`src/rtl/can_tx_scheduler_pkg.sv`:
```
// ============================================================================
// can_pkg : shared constants, state encoding and frame layout for the CAN TX
// scheduler.                                                    Rev 1.0
// ============================================================================
`default_nettype none

package can_pkg;

  localparam int CAN_FRAME_W  = 66;
  localparam int CAN_CRC_BITS = 51;
  localparam logic [14:0] CAN_CRC_POLY = 15'h4599;
  localparam logic [3:0]  CAN_DLC      = 4'b0100;

  localparam int CAN_ID_W   = 11;
  localparam int CAN_CTRL_W = 6;
  localparam int CAN_DATA_W = 32;
  localparam int CAN_CRC_W  = 15;

  typedef enum logic [2:0] {
    ST_IDLE      = 3'd0,
    ST_CRC       = 3'd1,
    ST_START     = 3'd2,
    ST_WAIT_DONE = 3'd3,
    ST_GAP       = 3'd4
  } can_tx_state_t;

  // Field order matches transmission order, MSB first.
  typedef struct packed {
    logic                  sof;
    logic [CAN_ID_W-1:0]   id;
    logic                  rtr;
    logic [CAN_CTRL_W-1:0] ctrl;
    logic [CAN_DATA_W-1:0] data;
    logic [CAN_CRC_W-1:0]  crc;
  } can_frame_t;

  // IDE = 0, r0 = 0, then the fixed data length code.
  function automatic logic [CAN_CTRL_W-1:0] can_ctrl_field();
    return {1'b0, 1'b0, CAN_DLC};
  endfunction

endpackage

`default_nettype wire

```
`src/rtl/can_tx_scheduler_crc15.sv`:
```
// ============================================================================
// can_crc15 : serial CAN CRC-15, one bit per enabled cycle.     Rev 1.0
// ============================================================================
`default_nettype none

module can_crc15
  import can_pkg::*;
(
  input  logic                 clock_i,
  input  logic                 reset_i,
  input  logic                 clear,
  input  logic                 enable,
  input  logic                 bit_in,
  output logic [CAN_CRC_W-1:0] crc_out
);

  logic [CAN_CRC_W-1:0] crc_q;
  logic [CAN_CRC_W-1:0] crc_d;
  logic [CAN_CRC_W-1:0] step;
  logic                 nxt;

  always_comb begin
    nxt   = bit_in ^ crc_q[CAN_CRC_W-1];
    step  = {crc_q[CAN_CRC_W-2:0], 1'b0} ^ (nxt ? CAN_CRC_POLY : '0);
    crc_d = crc_q;
    if (clear) begin
      crc_d = '0;
    end else if (enable) begin
      crc_d = step;
    end
  end

  // Look-ahead: while enabled, the output already includes the current bit,
  // so the caller can capture the final CRC on the same edge as the last bit.
  assign crc_out = enable ? step : crc_q;

  always_ff @(posedge clock_i or negedge reset_i) begin
    if (!reset_i) begin
      crc_q <= '0;
    end else begin
      crc_q <= crc_d;
    end
  end

endmodule

`default_nettype wire

```
`src/rtl/can_tx_scheduler.sv`:
```
// ============================================================================
// can_tx_scheduler : arbitrates CAN TX mailboxes, builds the unstuffed frame
// and sequences the bit stuffer. Optional macro CAN_TX_FRAME_CNT_EN adds
// frame_count_o.                                                Rev 1.0
// ============================================================================
`default_nettype none

module can_tx_scheduler
  import can_pkg::*;
#(
  parameter int NUM_MB     = 4,
  parameter int IFS_CYCLES = 3
) (
  input  logic                         clock_i,
  input  logic                         reset_i,
  input  logic [NUM_MB-1:0]            req_i,
  input  logic [NUM_MB*CAN_ID_W-1:0]   id_i,
  input  logic [NUM_MB-1:0]            rtr_i,
  input  logic [NUM_MB*CAN_DATA_W-1:0] data_i,
  output logic [NUM_MB-1:0]            grant_o,
  output logic [NUM_MB-1:0]            sent_o,
  output logic                         busy_o,
  output logic [CAN_FRAME_W-1:0]       unstuffed_o,
  output logic                         stuffer_start_o,
`ifdef CAN_TX_FRAME_CNT_EN
  output logic [15:0]                  frame_count_o,
`endif
  input  logic                         stuffer_done_i
);

  localparam int IDX_W = (NUM_MB > 1) ? $clog2(NUM_MB) : 1;
  localparam int CNT_W = 16;

  function automatic logic [NUM_MB-1:0] mb_onehot(input logic [IDX_W-1:0] idx);
    mb_onehot      = '0;
    mb_onehot[idx] = 1'b1;
  endfunction

  can_tx_state_t         state_q, state_d;
  logic [CNT_W-1:0]      cnt_q, cnt_d;
  logic [IDX_W-1:0]      win_q, win_d;
  logic [CAN_ID_W-1:0]   id_q, id_d;
  logic                  rtr_q, rtr_d;
  logic [CAN_DATA_W-1:0] data_q, data_d;
  logic [NUM_MB-1:0]     grant_q, grant_d;
  logic [NUM_MB-1:0]     sent_q, sent_d;
  logic                  busy_q, busy_d;
  logic [CAN_FRAME_W-1:0] unstuffed_q, unstuffed_d;
  logic                  start_q, start_d;

  logic                  arb_found;
  logic [IDX_W-1:0]      arb_idx;
  logic [CAN_ID_W-1:0]   arb_id;
  logic                  arb_rtr;
  logic [CAN_DATA_W-1:0] arb_data;

  logic [CAN_CRC_BITS-1:0] hdr;
  logic [5:0]              bit_idx;
  logic                    crc_bit;
  logic                    crc_clear;
  logic                    crc_en;
  logic [CAN_CRC_W-1:0]    crc_val;
  can_frame_t              frame;

  // Strict less-than keeps the lowest index on equal identifiers.
  always_comb begin
    arb_found = 1'b0;
    arb_idx   = '0;
    arb_id    = '0;
    arb_rtr   = 1'b0;
    arb_data  = '0;
    for (int i = 0; i < NUM_MB; i++) begin
      if (req_i[i] && (!arb_found || (id_i[i*CAN_ID_W +: CAN_ID_W] < arb_id))) begin
        arb_found = 1'b1;
        arb_idx   = IDX_W'(i);
        arb_id    = id_i[i*CAN_ID_W +: CAN_ID_W];
        arb_rtr   = rtr_i[i];
        arb_data  = data_i[i*CAN_DATA_W +: CAN_DATA_W];
      end
    end
  end

  always_comb begin
    hdr     = {1'b0, id_q, rtr_q, can_ctrl_field(), data_q};
    bit_idx = 6'(CAN_CRC_BITS - 1) - cnt_q[5:0];
    crc_bit = hdr[bit_idx];
  end

  can_crc15 u_crc (
    .clock_i (clock_i),
    .reset_i (reset_i),
    .clear   (crc_clear),
    .enable  (crc_en),
    .bit_in  (crc_bit),
    .crc_out (crc_val)
  );

  always_comb begin
    frame.sof  = 1'b0;
    frame.id   = id_q;
    frame.rtr  = rtr_q;
    frame.ctrl = can_ctrl_field();
    frame.data = data_q;
    frame.crc  = crc_val;
  end

  always_comb begin
    state_d     = state_q;
    cnt_d       = cnt_q;
    win_d       = win_q;
    id_d        = id_q;
    rtr_d       = rtr_q;
    data_d      = data_q;
    grant_d     = '0;
    sent_d      = '0;
    start_d     = 1'b0;
    unstuffed_d = unstuffed_q;
    crc_clear   = 1'b0;
    crc_en      = 1'b0;

    case (state_q)
      ST_IDLE: begin
        crc_clear   = 1'b1;
        unstuffed_d = '0;
        if (arb_found) begin
          win_d   = arb_idx;
          id_d    = arb_id;
          rtr_d   = arb_rtr;
          data_d  = arb_rtr ? '0 : arb_data;
          grant_d = mb_onehot(arb_idx);
          cnt_d   = '0;
          state_d = ST_CRC;
        end
      end
      ST_CRC: begin
        crc_en = 1'b1;
        if (cnt_q == CNT_W'(CAN_CRC_BITS - 1)) begin
          unstuffed_d = frame;
          start_d     = 1'b1;
          cnt_d       = '0;
          state_d     = ST_START;
        end else begin
          cnt_d = cnt_q + CNT_W'(1);
        end
      end
      ST_START: begin
        cnt_d   = '0;
        state_d = ST_WAIT_DONE;
      end
      ST_WAIT_DONE: begin
        // The first cycle here masks any done left over from before the start.
        if (cnt_q == '0) begin
          cnt_d = CNT_W'(1);
        end else if (stuffer_done_i) begin
          sent_d      = mb_onehot(win_q);
          unstuffed_d = '0;
          cnt_d       = '0;
          state_d     = (IFS_CYCLES == 0) ? ST_IDLE : ST_GAP;
        end
      end
      ST_GAP: begin
        if (cnt_q == CNT_W'(IFS_CYCLES - 1)) begin
          cnt_d   = '0;
          state_d = ST_IDLE;
        end else begin
          cnt_d = cnt_q + CNT_W'(1);
        end
      end
      default: begin
        state_d = ST_IDLE;
      end
    endcase

    busy_d = (state_d != ST_IDLE);
  end

  always_ff @(posedge clock_i or negedge reset_i) begin
    if (!reset_i) begin
      state_q     <= ST_IDLE;
      cnt_q       <= '0;
      win_q       <= '0;
      id_q        <= '0;
      rtr_q       <= 1'b0;
      data_q      <= '0;
      grant_q     <= '0;
      sent_q      <= '0;
      busy_q      <= 1'b0;
      unstuffed_q <= '0;
      start_q     <= 1'b0;
    end else begin
      state_q     <= state_d;
      cnt_q       <= cnt_d;
      win_q       <= win_d;
      id_q        <= id_d;
      rtr_q       <= rtr_d;
      data_q      <= data_d;
      grant_q     <= grant_d;
      sent_q      <= sent_d;
      busy_q      <= busy_d;
      unstuffed_q <= unstuffed_d;
      start_q     <= start_d;
    end
  end

  assign grant_o         = grant_q;
  assign sent_o          = sent_q;
  assign busy_o          = busy_q;
  assign unstuffed_o     = unstuffed_q;
  assign stuffer_start_o = start_q;

`ifdef CAN_TX_FRAME_CNT_EN
  logic [15:0] frame_cnt_q, frame_cnt_d;

  always_comb begin
    frame_cnt_d = frame_cnt_q;
    if (|sent_d) begin
      frame_cnt_d = frame_cnt_q + 16'd1;
    end
  end

  always_ff @(posedge clock_i or negedge reset_i) begin
    if (!reset_i) begin
      frame_cnt_q <= '0;
    end else begin
      frame_cnt_q <= frame_cnt_d;
    end
  end

  assign frame_count_o = frame_cnt_q;
`endif

endmodule

`default_nettype wire

```
`config.mk`:
```
export PLATFORM = sky130hd
export DESIGN_NAME = can_tx_scheduler
export DESIGN_NICKNAME = d
export VERILOG_FILES = /design/src/rtl/can_tx_scheduler_pkg.sv /design/src/rtl/can_tx_scheduler_crc15.sv /design/src/rtl/can_tx_scheduler.sv
export SDC_FILE = /design/constraint.sdc
export NUM_CORES = 1
export LEC_CHECK = 0
export CORE_UTILIZATION = 43
export DETAILED_ROUTE_END_ITERATION = 8
export GPL_TIMING_DRIVEN = 0
export HOLD_SLACK_MARGIN = 0.15
export PLACE_DENSITY = 0.73
export REMOVE_ABC_BUFFERS = 1
export SLEW_MARGIN = 20
export SYNTH_ARGS = -nofsm -noshare
export SYNTH_HDL_FRONTEND = slang
export SYNTH_HIERARCHICAL = 1
export SYNTH_SLANG_ARGS = --single-unit
```
`constraint.sdc`:
```
create_clock -name clock_i -period 4.2 [get_ports clock_i]
set_clock_uncertainty 0.2 [all_clocks]
set_input_delay 0.84 -clock clock_i [delete_from_list [all_inputs] [get_ports clock_i]]
set_output_delay 0.84 -clock clock_i [all_outputs]
set_load 0.02 [all_outputs]
```
==> results of run 1 <==
==> kinds of logic after synthesis <==
logic type,count (synthesis)
xor gates and xnor gates,9
DFF,150
and+or+nand+nor,181
buffers and inverters,101
adders and majority gates,33
AOI/OAI and AO/OA,302
muxes,40
other,1
==> worst max-delay path: stages <==
cell and delay (ns):
dlygate4sd2_1 0.26, ha_1 0.30, nand4_1 0.13, nor2_2 0.06
a221oi_4 0.33, buf_6 0.17, nand3_2 0.17, a32oi_2 0.42
ha_1 0.18, nand4_1 0.20, nor2_1 0.17, o31a_1 0.33
nor3_4 0.11, buf_4 0.15, a21oi_4 0.23, mux2i_2 0.30
inv_1 0.09, ha_1 0.34, nand4_1 0.13, nor2_2 0.15
o21ai_2 0.08, a32o_2 0.28, a31o_4 0.25, a31o_4 0.26
or2_4 0.32, buf_4 0.16, nor2_2 0.08
==> synth_stat cells (25+ instances only) <==
library cell and instances:
nor2_1 25, ha_1 33, inv_1 27, o31ai_1 41, a22o_1 59, a22oi_1 32
a21oi_1 54, a221oi_1 32, clkbuf_1 53, dfrtp_1 150, o21ai_0 29, nand2_1 47
==> what timing repair did <==
item	CTS	global route
gates resized for setup	125	74
setup buffers	23	7
pin swaps	57	29
setup endpoints to repair	64	61
cloned	12	1
hold buffers	0	0
==> flip-flops by register name, indices dropped and copies added (netlist names), 2 cells and up <==
register / count
grant_o: 4
cnt_q: 16
sent_o: 4
data_q: 32
unstuffed_o: 60
id_q: 11
win_q: 2
state_q: 3
u_crc/crc_q: 15
==> final cells by class <==
cell class                      instances  share of cell area, %
Clock inverter                         13                   1.75
Clock buffer                           19                   3.40
Multi-Input combinational cell        583                   40.0
Tap cell                              265                   2.54
Timing Repair Buffer                  295                   22.7
Sequential cell                       150                   28.8
Inverter                               27                  0.777
==> power breakdown <==
| part | total, W | switching (W) | internal (W) |
|---|---|---|---|
| Sequential | 0.00225 | 0.000414 | 0.00184 |
| Combinational | 0.00325 | 0.00159 | 0.00167 |
| Clock | 0.00174 | 0.000612 | 0.00113 |
==> routing by layer <==
metal | global-route usage [%] | up-vias | part of all wire, %
li1 | - | 3674 | -
met1 | 36.6 | 4160 | 41
met2 | 46.2 | 332 | 50
met3 | 6.80 | 61 | 6.4
met4 | 10.7 | 0 | 2.9
met5 | 0 | - | 0
==> layout by cell type, fill, tap and decap left out, types with 11 or more instances in the layout <==
master	n
a22o_1	59
nand2_1	40
ha_1	22
nand2b_1	16
o21ai_0	24
ha_4	11
and3_1	17
nor2_1	20
o31ai_2	16
mux4_2	12
buf_4	31
inv_1	25
nor2b_1	15
o31ai_1	16
a22oi_1	24
clkdlybuf4s50_1	227
clkbuf_16	18
dfrtp_1	149
a221oi_1	32
nand3_1	14
a21oi_1	51
==> stage by stage <==
step / power [W] / cells / utilization [%] / instance area, um2 / worst slack, ns
after global routing: 0.00763 / 1352 / 67.2 / 13000 / -2.31
after floorplan: 0.00409 / 748 / - / 8160 / -2.71
after global placement: 0.00495 / 1265 / 56.8 / 11000 / -5.86
final: 0.00725 / 1352 / 67.2 / 13000 / -2.14
after CTS: 0.00708 / 1345 / 65.4 / 12700 / -1.75
after detailed placement: 0.00507 / 1278 / 58.2 / 11300 / -4.91
==> path summary, 6_finish.rpt <==
check                      slack (ns)       startpoint  cells past startpoint         endpoint
setup / recovery                -2.14         id_i[14]                     27       grant_o[2]
hold / removal                   0.19          reset_i                      1        data_q[6]
setup reg to reg                 0.15         cnt_q[0]                     10   unstuffed_o[4]
hold reg to reg                  0.29  unstuffed_o[49]                      1  unstuffed_o[49]
max in group asynchronous        2.82          reset_i                      2         cnt_q[0]
min in group clock_i             0.29  unstuffed_o[49]                      1  unstuffed_o[49]
==> results.yml, run 1 <==
global_routing:
  antenna_found_initial: 0
  grtUsageTotal_pct: 28.4
  gr-total-overflow: 0
  grt_start_max_net_pins: 78
  grt_pass1_vias: 7928
  grt_pass1_wl_um: 44000
status:
  violations: "negative setup slack"
  status: "finished, violations left"
worst_setup_path:
  cp.arrival_ns: 6.50
  start_kind: "input pin"
  crit_required_ns: 4.35
  path_max_fanout: 8
  endpoint_kind: "flip-flop"
  path_class: "in2reg"
synth:
  synthFlopType: "dfrtp_1"
  yosysUniqueCellTypes: 61
  ys_ff_latch: 150
  synth.largest_area_cell: "dfrtp_1"
  synthAdderAreaFrac_pct: 4.87
  yosysSeqAreaShare_pct: 44.2
  synth_edf_count: 0
  yosys.area_share.simple_pct: 11.0
  ys_warn_count: 6
  yosys.area.top_type_share_pct: 44.2
  synth.area.top_cells: "dfrtp_1 44%, a22o_1 6.1%, ha_1 4.9%, o31ai_1 3.6%, a221oi_1 3.3%"
  async_flop_share_pct: 100
  synth_mux_area_share_pct: 6.92
  syn_inst: 817
  syn_avg_cell_area_um2: 10.4
  syn-cell-area_um2: 8490
  synth_top_family_by_area: "compound AO/OA/AOI/OAI gates"
  synth_xor_area_share_pct: 1.02
  synth_compound_area_share_pct: 26.7
sta:
  drv_slew: 0
  setup_ws_ns: -2.14
  holdWs_ns: 0.191
  finalSetupTns_ns: -104.15
  finalCritPeriodShare_pct: 151
  relSlewSlack_pct: 35.6
  fmax_mhz: 158
  hold_violations: 0
  tightest_slew_ns: 0.967
  setup_violations: 50
  rsz0062_at_grt: "true"
  min_period_ns: 6.34
cts:
  path_clk_slew_ns: 0.06
  cts_tree: "yes"
  cts_buffer_depth: 2
  ctsHtreeMaxLevel: 4
  clkSinkCount: 150
  cts_buffers: 17
  clk_latency_ns: 0.42
  cts-root-buf: "clkbuf_16"
place:
  gp_congestion: 0.833
  portBuffers: 252
  hpwl_um: 18400
pwr:
  vdd_drop_max_uv: 244
  p_leak_nw: 5.45
  power_density_nw_per_um2: 556
floorplanning:
  die_area_um2: 20300
  initial_core_util_pct: 43.7
  die_height_um: 142
  row_count: 51
  io_pins: 259
  fp.dieW_um: 142
  core_um2: 19400
drt:
  vias: 8227
  viasPerCell: 6.09
  dr.pass1.iters: 5
  wl_um: 29700
  route.detailed.wl_per_inst_um: 22.0
  antenna_left: 0
  drc: 0
  drt_iter0_markers: 573
finish:
  areaGrowthSynthToFinish_pct: 53.7
  diodes: 0
  multi_input_area_um2: 5220
  regArea_um2: 3760
  drive_gt1_share_pct: 22.3
  fillCellCount: 1490
  finalNetCount: 1290
flow_run:
  max_cap_violations: 0
min_path:
  hold_path_class: "in2async"
(Power assumes the default switching activity.)
==> inputs of run 2 (changes only) <==
--- a/config.mk
+++ b/config.mk
@@ -7,7 +7,6 @@
 export LEC_CHECK = 0
 export CORE_UTILIZATION = 43
 export DETAILED_ROUTE_END_ITERATION = 8
-export GPL_TIMING_DRIVEN = 0
 export HOLD_SLACK_MARGIN = 0.15
 export PLACE_DENSITY = 0.73
 export REMOVE_ABC_BUFFERS = 1
==> results.yml, run 2 (synthesis results as in run 1) <==
finish:
  mostFrequentLayoutCell: "clkdlybuf4s50_1"
  diodes: 0
  finalNetCount: 1362
  stdcell_count: 1424
  areaGrowthSynthToFinish_pct: 63.8
  final_cell_mix: "228 x clkdlybuf4s50_1, 150 x dfrtp_1, 107 x buf_4"
  drive_gt1_share_pct: 26.7
  largest_reg_flops: 60
worst_setup_path:
  crit_required_ns: 4.33
  endpoint_kind: "flip-flop"
  path_class: "in2reg"
  critPathBufInv: 8
  cp-startpoint: "req_i[0]"
  path_max_fanout: 8
  start_kind: "input pin"
  worstReg2RegStart: "cnt_q[1]"
  slowest_stage: "a221oi_4"
  cp.arrival_ns: 6.41
  crit_top_cell: "buf_4"
  critical_path.top_delay_family: "compound AO/OA/AOI/OAI gates"
  cp_slowest_stage_delay_ns: 0.36
drt:
  route.detailed.wl_per_inst_um: 21.6
  drc: 0
  drt_iter0_markers: 662
  antenna_left: 0
  wl_um: 30700
  viasPerCell: 6.03
  vias: 8583
  dr.pass1.iters: 5
global_routing:
  gr-total-overflow: 0
  grt_pass1_wl_um: 42700
  grt_pass1_vias: 8045
  antenna_found_initial: 0
  grtUsageTotal_pct: 27.3
  grt_start_max_net_pins: 80
pwr:
  fin_total_pwr_w: 0.00747
  pwr-share-seq_pct: 29.6
  vdd_drop_max_uv: 307
  switching_power_w: 0.00275
  p_sw_share_pct: 36.8
  clkPwrFrac_pct: 22.2
  power_density_nw_per_um2: 537
  combinationalPowerShare_pct: 48.1
  p_leak_nw: 6.03
  internal-power_w: 0.00472
floorplanning:
  die_height_um: 142
  io_pins: 259
  row_count: 51
  die_area_um2: 20300
  core_um2: 19400
  initial_core_util_pct: 43.7
  fp.dieW_um: 142
status:
  status: "finished, violations left"
  violations: "negative setup slack"
place:
  dp_slack_ns: -3.06
  hpwl_um: 19300
  gp_congestion: 0.913
  portBuffers: 252
  placedCellCount: 1366
cts:
  cts-root-buf: "clkbuf_16"
  clk_latency_ns: 0.42
  cts_buffer_depth: 2
  path_clk_slew_ns: 0.06
  cts_tree: "yes"
  ctsHtreeMaxLevel: 4
  clkSinkCount: 150
  cts_buffers: 17
sta:
  drv_slew: 0
  rsz0062_at_grt: "true"
  finalCritPeriodShare_pct: 150
  hold_violations: 0
  setup_ws_ns: -2.09
  min_period_ns: 6.29
  relSlewSlack_pct: 44.6
  fmax_mhz: 159
  tightest_slew_ns: 0.829
  setup_violations: 50
min_path:
  hold_path_class: "in2async"
flow_run:
  max_cap_violations: 0
run 2: cell count changes in the layout (fill, tap and decap cells not counted), sizes merged:
cell and change:
a21oi -1, a31o -3, buf +78, bufinv -2, clkbuf +1, clkdlybuf4s15 -9
clkdlybuf4s50 +1, clkinv -3, clkinvlp +1, dlygate4sd2 -4, dlymetal6s2s +18, inv +2
nand3 -1, or2 -6
run 2: worst paths after layout:
check                                  endpoint  slack, ns  cells past startpoint
worst min-delay path                 data_q[20]       0.25                      1
worst min register to register  unstuffed_o[49]       0.29                      1
min in group clock_i            unstuffed_o[49]       0.29                      1
worst max register to register   unstuffed_o[3]       0.28                     11
max in group asynchronous            grant_o[2]       2.63                      2
worst max-delay path                  data_q[5]      -2.09                     30
run 2: timing repair:
item | in CTS | in global routing
cloned | 3 | 6
gates resized for setup | 64 | 135
setup buffers | 3 | 16
setup endpoints to repair | 50 | 50
hold buffers | 0 | 0
pin swaps | 9 | 72
run 2: layout make-up:
| type | instances | area, um2 |
|---|---|---|
| Sequential cell | 150 | 3750 |
| Clock inverter | 11 | 170 |
| Timing Repair Buffer | 378 | 3730 |
| Fill cell | 1333 | 5500 |
| Tap cell | 265 | 332 |
| Inverter | 27 | 101 |
| Multi-Input combinational cell | 572 | 5340 |
| Clock buffer | 21 | 470 |
run 2: power groups by stage:
stage	clock, W	combinational (W)	sequential [W]
after CTS	0.00168	0.00315	0.00219
after detailed placement	0	0.00298	0.00221
after global placement	0	0.00292	0.00221
after floorplan	0	0.00193	0.00216
final	0.00166	0.00360	0.00221
after global routing	0.00174	0.00386	0.00226
run 2: layer usage:
metal  share of wire, %  global-route usage (%)  up-vias
met3                6.6                    5.99       83
met5                  0                       0        -
li1                   -                       -     3802
met1                 39                    35.4     4303
met2                 51                    45.4      395
met4                3.2                    8.32        0
run 2: per-stage QoR:
step	hold WS, ns	util (%)	area [um2]	setup TNS [ns]
CTS	0.276	66.6	12900	-102.57
floorplan	0.249	-	8160	-165.04
global placement	0.263	61.2	11900	-141.92
global route	0.288	71.7	13900	-108.27
finish	0.248	71.7	13900	-100.25
detailed placement	0.278	61.2	11900	-149.21
